==> src/rtl/fft_butterfly_pipe.sv <==
// fft_butterfly_pipe
//   Radix-2 decimation-in-time butterfly with a true complex multiply:
//     y_N = x_N + w_N * x_M,   y_M = x_N - w_N * x_M
//   Three pipeline stages. All stages move together when the output register
//   is empty or is being drained, so the pipe behaves as a single
//   elastic register chain.
//
//   clk, rst_n            clock, asynchronous active-low reset
//   in_valid / in_ready   input handshake (in_ready = advance)
//   x_N, x_M              {re, im} signed integer samples, W bits each
//   w_N                   {re, im} twiddle, signed Q1.(W-1)
//   scale                 1: halve the result with round-half-up
//   out_valid / out_ready output handshake
//   y_N, y_M              {re, im} sum / difference results
//   ovf                   some component of this output was out of range
//   ovf_sticky, ovf_clr   accumulated ovf over handshaken outputs, sync clear
module fft_butterfly_pipe #(
    parameter int DATA_WIDTH = 32,
    parameter bit SATURATE   = 1'b1
) (
    input  logic                  clk,
    input  logic                  rst_n,
    input  logic                  in_valid,
    output logic                  in_ready,
    input  logic [DATA_WIDTH-1:0] x_N,
    input  logic [DATA_WIDTH-1:0] x_M,
    input  logic [DATA_WIDTH-1:0] w_N,
    input  logic                  scale,
    output logic                  out_valid,
    input  logic                  out_ready,
    output logic [DATA_WIDTH-1:0] y_N,
    output logic [DATA_WIDTH-1:0] y_M,
    output logic                  ovf,
    output logic                  ovf_sticky,
    input  logic                  ovf_clr
);
    localparam int W      = DATA_WIDTH / 2;
    localparam int STAGES = 3;

    // Result range bounds at the widened W+3-bit working width.
    localparam logic signed [W+2:0] MAXV = {4'b0000, {(W-1){1'b1}}};
    localparam logic signed [W+2:0] MINV = {4'b1111, {(W-1){1'b0}}};
    // Half an LSB of the Q1.(W-1) product, for round-half-up.
    localparam logic signed [2*W:0] RND  = (2*W+1)'(1) <<< (W-2);

    typedef struct packed {
        logic [W-1:0] r;
        logic [W-1:0] i;
    } cplx_t;

    logic               advance;

    logic [STAGES:1]    vld_pipe_q, vld_pipe_d;

    // S1
    cplx_t              xn1_q, xn1_d, xm1_q, xm1_d, w1_q, w1_d;
    logic               scl1_q, scl1_d;
    // S2
    cplx_t              xn2_q, xn2_d;
    logic signed [W+1:0] pr2_q, pr2_d, pi2_q, pi2_d;
    logic               scl2_q, scl2_d;
    // S3 / outputs
    logic [DATA_WIDTH-1:0] y_n_q, y_n_d, y_m_q, y_m_d;
    logic               ovf_q, ovf_d;
    logic               sticky_q, sticky_d;

    logic signed [2*W:0] pr_full, pi_full, pr_rnd, pi_rnd;
    // Components in order {N.r, N.i, M.r, M.i} at index 0..3.
    logic [3:0][W+1:0]  s_arr;
    logic [3:0][W-1:0]  y_arr;
    logic [3:0]         ovf_arr;

    assign advance    = !vld_pipe_q[STAGES] || out_ready;
    assign in_ready   = advance;
    assign out_valid  = vld_pipe_q[STAGES];
    assign y_N        = y_n_q;
    assign y_M        = y_m_q;
    assign ovf        = ovf_q;
    assign ovf_sticky = sticky_q;

    // Stage-2 complex multiply at 2W+1 bits, then round and drop W-1 LSBs.
    always_comb begin
        pr_full = (2*W+1)'($signed(xm1_q.r)) * (2*W+1)'($signed(w1_q.r))
                - (2*W+1)'($signed(xm1_q.i)) * (2*W+1)'($signed(w1_q.i));
        pi_full = (2*W+1)'($signed(xm1_q.r)) * (2*W+1)'($signed(w1_q.i))
                + (2*W+1)'($signed(xm1_q.i)) * (2*W+1)'($signed(w1_q.r));
        pr_rnd  = pr_full + RND;
        pi_rnd  = pi_full + RND;
    end

    // Stage-3 sum / difference at W+2 bits.
    always_comb begin
        s_arr[0] = (W+2)'($signed(xn2_q.r)) + pr2_q;
        s_arr[1] = (W+2)'($signed(xn2_q.i)) + pi2_q;
        s_arr[2] = (W+2)'($signed(xn2_q.r)) - pr2_q;
        s_arr[3] = (W+2)'($signed(xn2_q.i)) - pi2_q;
    end

    // Per-component optional halving and reduction to W bits.
    for (genvar c = 0; c < 4; c++) begin : g_red
        logic signed [W+2:0] s_ext;
        logic signed [W+2:0] s_scl;
        assign s_ext      = {s_arr[c][W+1], s_arr[c]};
        assign s_scl      = scl2_q ? ((s_ext + (W+3)'(1)) >>> 1) : s_ext;
        assign ovf_arr[c] = (s_scl > MAXV) || (s_scl < MINV);
        assign y_arr[c]   = (ovf_arr[c] && SATURATE)
                          ? (s_scl[W+2] ? MINV[W-1:0] : MAXV[W-1:0])
                          : s_scl[W-1:0];
    end

    always_comb begin
        vld_pipe_d = vld_pipe_q;
        xn1_d      = xn1_q;
        xm1_d      = xm1_q;
        w1_d       = w1_q;
        scl1_d     = scl1_q;
        xn2_d      = xn2_q;
        pr2_d      = pr2_q;
        pi2_d      = pi2_q;
        scl2_d     = scl2_q;
        y_n_d      = y_n_q;
        y_m_d      = y_m_q;
        ovf_d      = ovf_q;
        if (advance) begin
            vld_pipe_d = {vld_pipe_q[STAGES-1:1], in_valid};
            xn1_d      = x_N;
            xm1_d      = x_M;
            w1_d       = w_N;
            scl1_d     = scale;
            xn2_d      = xn1_q;
            pr2_d      = pr_rnd[2*W:W-1];
            pi2_d      = pi_rnd[2*W:W-1];
            scl2_d     = scl1_q;
            y_n_d      = {y_arr[0], y_arr[1]};
            y_m_d      = {y_arr[2], y_arr[3]};
            ovf_d      = |ovf_arr;
        end
        // Set has priority over clear so a coincident overflow is never lost.
        sticky_d = sticky_q;
        if (ovf_clr)
            sticky_d = 1'b0;
        if (out_valid && out_ready && ovf_q)
            sticky_d = 1'b1;
    end

    always_ff @(posedge clk or negedge rst_n) begin
        if (!rst_n) begin
            vld_pipe_q <= '0;
            xn1_q      <= '0;
            xm1_q      <= '0;
            w1_q       <= '0;
            scl1_q     <= 1'b0;
            xn2_q      <= '0;
            pr2_q      <= '0;
            pi2_q      <= '0;
            scl2_q     <= 1'b0;
            y_n_q      <= '0;
            y_m_q      <= '0;
            ovf_q      <= 1'b0;
            sticky_q   <= 1'b0;
        end else begin
            vld_pipe_q <= vld_pipe_d;
            xn1_q      <= xn1_d;
            xm1_q      <= xm1_d;
            w1_q       <= w1_d;
            scl1_q     <= scl1_d;
            xn2_q      <= xn2_d;
            pr2_q      <= pr2_d;
            pi2_q      <= pi2_d;
            scl2_q     <= scl2_d;
            y_n_q      <= y_n_d;
            y_m_q      <= y_m_d;
            ovf_q      <= ovf_d;
            sticky_q   <= sticky_d;
        end
    end
endmodule

==> config.mk <==
export PLATFORM = sky130hd
export DESIGN_NAME = fft_butterfly_pipe
export DESIGN_NICKNAME = d
export VERILOG_FILES = /design/src/rtl/fft_butterfly_pipe.sv
export SDC_FILE = /design/constraint.sdc
export NUM_CORES = 2
export LEC_CHECK = 0
export CELL_PAD_IN_SITES_DETAIL_PLACEMENT = 1
export CELL_PAD_IN_SITES_GLOBAL_PLACEMENT = 1
export CORE_ASPECT_RATIO = 1.5
export CORE_MARGIN = 2
export CORE_UTILIZATION = 40
export CTS_CLUSTER_SIZE = 25
export DETAILED_ROUTE_END_ITERATION = 6
export GPL_TIMING_DRIVEN = 0
export PLACE_DENSITY_LB_ADDON = 0.3
export SYNTH_ARGS = -nofsm -noshare
export SYNTH_HDL_FRONTEND = slang
export SYNTH_SLANG_ARGS = --single-unit
==> constraint.sdc <==
create_clock -name clk -period 11 [get_ports clk]
set_clock_uncertainty 0.1 [all_clocks]
set_input_delay 2.2 -clock clk [delete_from_list [all_inputs] [get_ports clk]]
set_output_delay 2.2 -clock clk [all_outputs]
set_load 0.01 [all_outputs]
==> impl_results.md <==
- Die area: 0.139 mm2
- Final Cycle Share: 0.974
- Buf/Inv on CP: 5
- Adder-cell share of the synthesized area: 0.519
- Core Area: between 0.1 and 0.15 mm2
- Largest family of logic cells by synthesized area: adder cells
- Crit end category: register
- DR vias: ~45000
- Clk_lat worst skew: 0.63 ns
- Vias per inst: 5.53
- RSZ-0062 raised after global routing: no
- WP data required: 11.34 ns
- Vias in the first global route: 49800
- Crit-path max FO: 10
- Fmax: 93.4 MHz
- Clock Path Buffers: 3
- Syn nets: 7709
- Violated checks: capacitance limit, slew limit
- Synth Area in XOR/XNOR: 0.0208
- Root Buffer: clkbuf_16
- CTS Sinks: 235
- Port buffer count: 169
- Remaining routing DRC violations: 0
- Max incr delay on CP: about 1.2 ns
- Crit-path cells: clkbuf_1 -> and2_1 -> fa_1 -> fa_1 -> inv_1 -> fa_1 -> fa_1 -> inv_1 -> fa_1 -> fa_1 -> fa_1 -> inv_1 -> fa_1 -> inv_1 -> ha_1 -> a211o_1 -> a311oi_1 -> a311o_1 -> a311oi_2 -> a41oi_1 -> a21oi_1 -> or3_1 -> nand3_1 -> o21ai_0
- Critical path origin: w1_q[5]
- Final Hold Slack: about 0.36 ns
- R2R Setup Slk: approximately 0.29 ns
- Largest net degree at the start of global routing: 107
- Final min period: between 10 and 15 ns
- Status: complete, but fails checks
- Complex-gate fraction of the synthesized area: 0.0635
- Layout cells sized above 1: 0.0211
- Area grow syn2layout: 9.57%
- Synth Area in Simple Gates: 0.168
- Ports: 170
- Final WL: about 230000 um
- Routed Antenna Nets: 0
- Syn Inst Count: roughly 6000
- Final hold vios: 0
- Wire per inst: slightly below 30 um
- Iteration-0 DRC Markers: roughly 3000
- Final setup fails: 0
- Worst setup SP type: register
- Critical Path Most Common Cell: fa_1
- Cell area after synthesis: 0.0543 mm2
- Initial core utilization: 0.403
- CP delay by family, top: adder cells
- Rows: about 170
- Hold_buf cts: 0
- Resized Gates After CTS: 0
- Global-route wire length before repair: 339000 um
- Post-synthesis sequential area ratio: 0.108
- Chip width: just over 300 um
- CTS tree: done
- Die Span Y: about 460 um
- Worst Hold Class: register to register
- Global route overflow: 0
- H-tree depth: 2
- Distinct cells, synth: 100
- Worst Min Path Start: xn1_q[15]
- Fin. max-slew vios: between 90 and 100
- Critical R2R Launch: w1_q[5]
- FFs w/ async S/R, synth: 1.00
- CTS buffer count: 35
- Crit Path Category: register to register
- Setup Buffers After CTS: 0
- HPWL after DPL: 192000 um
- Slew HR: -0.0412
- Placer's final routability congestion estimate: 1.03
- Most frequent cells in the layout: inv_1 (1376), fa_1 (1177), nand2_1 (1015)
- EDFF count, synth: 0
- Max cap viols: 10
- Flops & latches, synth: between 200 and 250
- Worst EP arrival: 11.05 ns
- Initial antenna violation count: 39
- Total GRT Usage: 0.343
- Syn_area_per_cell: between 8 and 9 um2
- Detailed Routing Iterations Pass 1: 5
- Final setup TNS: 0 ns
- Fillcell total: around 16000
- Nets: 7917
- Slowest-stage cell, CP: clkbuf_1
- Commonest non-fill, non-tap cell in the layout: inv_1
- Multiplexer share of the synthesized area: 0.00380
- Slew @ Worst Pin: 1.56 ns
- Worst-path clk slew: roughly 0.060 ns
- Main synth FF type: dfrtp_1
- Synth Warn #: 0
[synthesized netlist by cell type (all sizes together) (13+ instances only)]
master	number	area (um2)
ha	371	4640
o21ai	125	626
nand2	1017	3820
a211oi	20	168
o211ai	14	105
a21oi	166	835
xnor2	97	850
nand4	16	106
and2	474	2970
or3	20	135
o21bai	14	105
nand3	47	235
a22o	13	114
o31ai	26	210
nand2b	58	363
buf	24	146
xor2	32	280
inv	1379	5180
dfrtp	235	5880
or2	16	100
fa	1177	23600
nor3	44	225
nor2b	22	138
mux2i	15	150
and3	13	81.3
a21o	26	195
nor2	168	631
clkbuf	267	1000
[cell type report]
class | count | area [um2] | share of cell area
inverters | 1380 | 5180 | 0.0871
clock buffers | 45 | 953 | 0.0160
clock inverters | 16 | 236 | 0.00397
diodes | 17 | 42.5 | 0.000715
plain buffers | 291 | 1150 | 0.0194
flip-flops and latches | 235 | 5880 | 0.0988
well taps | 1753 | 2190 | 0.0369
multi-input cells | 4153 | 42100 | 0.708
repair buffers | 171 | 1750 | 0.0294
[metrics by stage]
stage / utilization / cell area (um2) / instances / worst slack [ns]
after floorplan: - / 54300 / 6059 / 3.06
after global placement: 0.432 / 58200 / 7981 / -3.42
after detailed placement: 0.432 / 58300 / 7983 / 0.123
after CTS: 0.441 / 59500 / 8044 / 0.134
after global routing: 0.441 / 59500 / 8047 / 0.190
final: 0.441 / 59500 / 8061 / 0.289
[worst min-delay path, cell delays in order (launching register included)]
cell	delay, ns
dfrtp_1	0.34
nand2_1	0.06
nand2_1	0.06
[path summary, 6_finish.rpt]
path                         endpoint  cells after the start
hold reg to reg             xn2_q[15]                      2
min in group asynchronous  ovf_sticky                      1
max in group asynchronous     w1_q[6]                      2
hold / removal              xn2_q[15]                      2
setup / recovery            pi2_q[14]                     24
setup reg to reg            pi2_q[14]                     24
[logic make-up (layout without fill, tap and decap cells)]
logic type                 count (synthesis)  in the layout
and+or+nand+nor                         1932           1932
buffers and inverters                   1671           1903
adders and majority gates               1548           1548
AOI/OAI and AO/OA                        524            524
DFF                                      235            235
xor gates and xnor gates                 129            129
muxes                                     20             20
other                                      0             17
[metal layers]
metal	vias up	global-route usage	routed length (um)
li1	18400	-	-
met1	23200	0.378	82000
met2	2102	0.585	113000
met3	833	0.0677	17200
met4	12	0.264	22200
met5	-	0	90
[state kept, by name, indices dropped and copies added, names as in the netlist]
name        flops
y_M            32
pr2_q          18
ovf             1
scl2_q          1
pi2_q          18
vld_pipe_q      3
ovf_sticky      1
y_N            32
xm1_q          32
xn2_q          32
scl1_q          1
w1_q           32
xn1_q          32
Power is left out: the tool's default activity adds up to more than one toggle a clock period on the data nets, which glitch-free logic cannot reach.
